$ cat config.mk
export PLATFORM = sky130hd
export DESIGN_NAME = load_buffer_tracker
export DESIGN_NICKNAME = d
export VERILOG_FILES = /design/src/rtl/load_buffer_tracker.sv
export SDC_FILE = /design/constraint.sdc
export NUM_CORES = 1
export LEC_CHECK = 0
export CELL_PAD_IN_SITES_DETAIL_PLACEMENT = 0
export CELL_PAD_IN_SITES_GLOBAL_PLACEMENT = 2
export CORE_ASPECT_RATIO = 1.25
export CORE_MARGIN = 10
export CORE_UTILIZATION = 29
export CTS_BUF_LIST = sky130_fd_sc_hd__clkbuf_8
export DETAILED_ROUTE_END_ITERATION = 8
export GPL_ROUTABILITY_DRIVEN = 0
export PLACE_DENSITY_LB_ADDON = 0.1
export SKIP_CTS_REPAIR_TIMING = 1
export SYNTH_ARGS = -nofsm -noshare
export SYNTH_HDL_FRONTEND = slang
export SYNTH_SLANG_ARGS = --single-unit
$ cat constraint.sdc
create_clock -name clk_i -period 3.28 [get_ports clk_i]
set_input_delay 0.328 -clock clk_i [delete_from_list [all_inputs] [get_ports clk_i]]
set_output_delay 0.328 -clock clk_i [all_outputs]
set_load 0.05 [all_outputs]
$ cat src/rtl/load_buffer_tracker.sv
// Tracks outstanding data-cache loads: allocates a tag per issued load, keeps its
// trans-id/offset/size/sign, and on the cache response returns aligned, extended data.
module load_buffer_tracker #(
    parameter int NR_ENTRIES = 2,
    parameter int TRANS_ID_W = 3,
    parameter int XLEN       = 64,
    parameter int TAG_W      = (NR_ENTRIES > 1) ? $clog2(NR_ENTRIES) : 1,
    parameter int OFF_W      = $clog2(XLEN / 8)
) (
    input  logic                  clk_i,
    input  logic                  rst_ni,
    input  logic                  flush_i,
    input  logic                  req_valid_i,
    output logic                  req_ready_o,
    input  logic [TRANS_ID_W-1:0] req_trans_id_i,
    input  logic [OFF_W-1:0]      req_offset_i,
    input  logic [1:0]            req_size_i,
    input  logic                  req_signed_i,
    output logic [TAG_W-1:0]      req_tag_o,
    input  logic                  rsp_valid_i,
    input  logic [TAG_W-1:0]      rsp_tag_i,
    input  logic [XLEN-1:0]       rsp_data_i,
    output logic                  result_valid_o,
    output logic [TRANS_ID_W-1:0] result_trans_id_o,
    output logic [XLEN-1:0]       result_data_o,
    output logic                  spurious_o,
    output logic                  empty_o
);
    localparam int IDX_W = $clog2(XLEN);
    localparam logic [1:0] ST_FREE   = 2'd0;
    localparam logic [1:0] ST_LIVE   = 2'd1;
    localparam logic [1:0] ST_KILLED = 2'd2;

    logic [NR_ENTRIES-1:0]                 free_vec;
    logic [NR_ENTRIES-1:0]                 live_vec;
    logic [NR_ENTRIES-1:0]                 rsp_hit;
    logic [NR_ENTRIES-1:0]                 alloc_onehot;
    logic [NR_ENTRIES-1:0][TRANS_ID_W-1:0] trans_id_vec;
    logic [NR_ENTRIES-1:0][OFF_W-1:0]      offset_vec;
    logic [NR_ENTRIES-1:0][1:0]            size_vec;
    logic [NR_ENTRIES-1:0]                 sign_vec;

    logic                  handshake;
    logic [TAG_W-1:0]      alloc_tag;
    logic                  rsp_live;
    logic                  rsp_spurious;
    logic [TRANS_ID_W-1:0] sel_trans_id;
    logic [OFF_W-1:0]      sel_offset;
    logic [1:0]            sel_size;
    logic                  sel_sign;
    logic [XLEN-1:0]       shifted;
    logic [IDX_W-1:0]      top_idx;
    logic                  sign_fill;
    logic [XLEN-1:0]       ext_data;

    logic                  result_valid_reg;
    logic [TRANS_ID_W-1:0] result_trans_id_reg;
    logic [XLEN-1:0]       result_data_reg;
    logic                  spurious_reg;

    genvar gi;
    generate
        for (gi = 0; gi < NR_ENTRIES; gi++) begin : g_entry
            logic [1:0]            state_reg;
            logic [1:0]            state_next;
            logic [TRANS_ID_W-1:0] trans_id_reg;
            logic [OFF_W-1:0]      offset_reg;
            logic [1:0]            size_reg;
            logic                  sign_reg;

            assign free_vec[gi]     = (state_reg == ST_FREE);
            assign live_vec[gi]     = (state_reg == ST_LIVE);
            assign rsp_hit[gi]      = rsp_valid_i && (rsp_tag_i == TAG_W'(gi));
            assign alloc_onehot[gi] = handshake && (alloc_tag == TAG_W'(gi));
            assign trans_id_vec[gi] = trans_id_reg;
            assign offset_vec[gi]   = offset_reg;
            assign size_vec[gi]     = size_reg;
            assign sign_vec[gi]     = sign_reg;

            // Allocation only ever targets a FREE entry, so it cannot collide with a
            // response that frees this entry; a flush coinciding with a response frees it.
            always_comb begin
                state_next = state_reg;
                if (alloc_onehot[gi]) begin
                    state_next = ST_LIVE;
                end else if (rsp_hit[gi] && !free_vec[gi]) begin
                    state_next = ST_FREE;
                end else if (flush_i && live_vec[gi]) begin
                    state_next = ST_KILLED;
                end
            end

            always_ff @(posedge clk_i) begin
                if (!rst_ni) begin
                    state_reg <= ST_FREE;
                end else begin
                    state_reg <= state_next;
                end
                if (alloc_onehot[gi]) begin
                    trans_id_reg <= req_trans_id_i;
                    offset_reg   <= req_offset_i;
                    size_reg     <= req_size_i;
                    sign_reg     <= req_signed_i;
                end
            end
        end
    endgenerate

    always_comb begin
        alloc_tag = '0;
        for (int i = NR_ENTRIES - 1; i >= 0; i--) begin
            if (free_vec[i]) begin
                alloc_tag = TAG_W'(i);
            end
        end
    end

    assign req_ready_o = !flush_i && (|free_vec);
    assign handshake   = req_valid_i && req_ready_o;
    assign req_tag_o   = alloc_tag;
    assign empty_o     = &free_vec;

    always_comb begin
        sel_trans_id = '0;
        sel_offset   = '0;
        sel_size     = '0;
        sel_sign     = 1'b0;
        for (int i = 0; i < NR_ENTRIES; i++) begin
            if (rsp_hit[i]) begin
                sel_trans_id = trans_id_vec[i];
                sel_offset   = offset_vec[i];
                sel_size     = size_vec[i];
                sel_sign     = sign_vec[i];
            end
        end
    end

    assign rsp_live     = |(rsp_hit & live_vec);
    assign rsp_spurious = rsp_valid_i && !(|(rsp_hit & ~free_vec));

    // Bytes shifted past the top of the word read as zero.
    assign shifted = rsp_data_i >> {sel_offset, 3'b000};

    always_comb begin
        case (sel_size)
            2'd0:    top_idx = IDX_W'(7);
            2'd1:    top_idx = IDX_W'(15);
            2'd2:    top_idx = IDX_W'(31);
            default: top_idx = IDX_W'(XLEN - 1);
        endcase
        sign_fill = sel_sign && shifted[top_idx];
        ext_data  = '0;
        for (int i = 0; i < XLEN; i++) begin
            ext_data[i] = (i <= int'(top_idx)) ? shifted[i] : sign_fill;
        end
    end

    always_ff @(posedge clk_i) begin
        if (!rst_ni) begin
            result_valid_reg    <= 1'b0;
            result_trans_id_reg <= '0;
            result_data_reg     <= '0;
            spurious_reg        <= 1'b0;
        end else begin
            result_valid_reg <= rsp_live && !flush_i;
            spurious_reg     <= rsp_spurious;
            if (rsp_live && !flush_i) begin
                result_trans_id_reg <= sel_trans_id;
                result_data_reg     <= ext_data;
            end
        end
    end

    assign result_valid_o    = result_valid_reg;
    assign result_trans_id_o = result_trans_id_reg;
    assign result_data_o     = result_data_reg;
    assign spurious_o        = spurious_reg;
endmodule

==> metrics.txt <==
Avg Cell Area, Syn=~8.7 µm²; # clock sinks=91; Avg WL per Cell=21.8 µm; net count after synthesis=between 600 and 700; commonest non-fill, non-tap cell in the layout=clkdlybuf4s50_1; Worst-path clk slew=around 0.1 ns; hold path depth=3; Synth Area in Compound Gates=0.237; Slew HR=0.457; Tmin final=~2.9 ns; Root Buffer=clkbuf_8; final hold vios=0; die width=roughly 140 µm; EDFF count, synth=18; Die Footprint=~24000 µm²; Yosys warning total=0; Buf+Inv Stages, Crit Path=2; Crit path depth=9; slew at the pin with the worst max-slew slack=~0.81 ns; R2R depth=8; vias per cell=5.24; max reg flops=64; mapped cell area=5330 µm²; slowest CP cell=clkdlybuf4s50_1; IO Pins=151; max_cap viols=0; largest net degree at the start of global routing=just over 60; setup TNS=0 ns; initial antenna violation count=0; multiplexer share of the synthesized area=0.164; total gr overflow=0; Finished Layout Cells=985; Worst VDD drop=0.201 mV; DRT iter0 DRCs=between 400 and 500; Row Count=55; CTS Buffer Depth=2; worst-path cell chain=clkdlybuf4s50_1, mux2i_2, nand2b_2, o32ai_1, o2bb2ai_1, o211a_1, or3_2, buf_12, a21oi_2; vias in the first global route=approximately 5400; post-route clock period utilization=0.881; Max Fclk=approximately 350 MHz; Final Skew=0.00920 ns; Initial Utilization=0.294; Syn-to-layout area delta=38.2%; H-tree Lvls=3; Die Y=172 µm; power per cell area=~350 nW/µm²; # nets final=831; placed wire-length estimate=around 16000 µm; status=completed; core area=around 18000 µm²; crit path launch type=primary input; max-slew violations=0; Critical Path RT=3.61 ns; number of diodes=0; Synth Area in Adders=0; worst hold margin=between 0.4 and 0.5 ns; CP Capture Type=flop; crit path max fanout=22; CTS tree=done; sequential share of the synthesized area=0.376; WS Path Type=in -> reg; total track usage=0.171; DRC Markers=0; post-synthesis simple-gate area fraction=0.174; RSZ-0062 raised after global routing=false; vias=roughly 5200; WP data arrival=3.22 ns; Post-synth top flop=dfxtp_1; most frequent cells in the layout=clkdlybuf4s50_1 (149), nand2_1 (83), dfxtp_1 (73), o21ai_0 (64), mux2i_1 (60); CP delay by family, top=buffers and inverters; Yosys cell types=56; first-pass GRT wire length=32100 µm; Synth Area in XOR/XNOR=0; asr flop ratio synth=0; Critical Path Max Stage Delay=0.67 ns; I/O Buffers=150; number of routed nets with antenna violations=0; FF-to-FF setup slack=0.64 ns; HP Class=in -> reg; largest family of logic cells by synthesized area=compound AO/OA/AOI/OAI gates; Filler cells=about 1800; Cells after Synth=612; leak pwr=a little under 3 nW; placed instance count=969; total CTS buffers=9; total wire length=between 20000 and 25000 µm; TritonRoute pass-1 iters=4; final setup fails=0; layout cells sized above 1=0.143; worst skew pair latency=between 0.3 and 0.4 ns; register bit total from synthesis=slightly above 90
cell usage after synthesis (3+ instances only):
master | n | area (µm²)
a21boi_0 | 5 | 37.5
a21oi_1 | 24 | 120
a21oi_2 | 30 | 263
a221oi_1 | 7 | 61.3
a31oi_1 | 19 | 119
and3_1 | 16 | 100
buf_1 | 3 | 11.3
buf_2 | 10 | 50.1
buf_6 | 4 | 45.0
clkbuf_1 | 34 | 128
dfxtp_1 | 73 | 1460
edfxtp_1 | 18 | 541
inv_1 | 5 | 18.8
mux2_2 | 11 | 124
mux2i_1 | 60 | 601
mux4_2 | 4 | 90.1
nand2_1 | 83 | 312
nand2b_1 | 4 | 25.0
nand3_1 | 33 | 165
nor2_1 | 30 | 113
nor3_1 | 3 | 15.0
nor3b_1 | 10 | 75.1
o211a_1 | 9 | 90.1
o211ai_1 | 3 | 22.5
o21ai_0 | 64 | 320
o22ai_1 | 9 | 56.3
or3_1 | 4 | 25.0
layer usage:
layer	GRT usage	share of wire	up-vias
met5	0	0	-
met4	0.0665	0.023	0
met3	0.0361	0.052	25
met2	0.297	0.50	142
met1	0.200	0.43	2466
li1	-	-	2529
area by class of cell:
class,instances,area (µm²),area share
multi-input cells,464,3080,0.418
flip-flops and latches,91,2000,0.272
repair buffers,181,1790,0.243
inverters,5,18.8,0.00255
clock inverters,7,60.1,0.00816
clock buffers,9,124,0.0168
well taps,228,285,0.0388
cell families after synthesis:
kind of cell	after synthesis
AOI/OAI and AO/OA	189
buffers and inverters	57
DFF	91
muxes	79
and+or+nand+nor	196
through the flow:
stage	utilization	worst slack [ns]	power, W	instance area, µm²
CTS	0.407	0.428	0.00258	7360
global placement	0.396	0.0976	0.00181	7180
finish	0.407	0.392	0.00256	7360
global route	0.407	0.254	0.00266	7360
detailed placement	0.396	0.0159	0.00181	7180
floorplan	-	0.912	0.00154	5330
worst register-to-register path, cell delays in order (launching register included):
cell and delay [ns]:
edfxtp_1 0.45, mux2_4 0.34, a21boi_0 0.32, o2bb2ai_1 0.18
a211o_1 0.32, o211a_1 0.14, or3_2 0.49, buf_12 0.20
a21oi_2 0.14
path summary, 6_finish.rpt:
path / start / to
max: rsp_tag_i / result_data_o[60]
min: rst_ni / g_entry[0].state_reg[1]
max reg2reg: g_entry[0].offset_reg[1] / result_data_o[60]
min reg2reg: result_trans_id_o[0] / result_trans_id_o[0]
power by group:
| part | internal (W) | switching, W |
|---|---|---|
| combinational | 0.000262 | 0.000348 |
| clock | 0.000291 | 0.000481 |
| sequential | 0.00116 | 0.0000138 |
| total | 0.00172 | 0.000843 |
(Power assumes the default switching activity.)
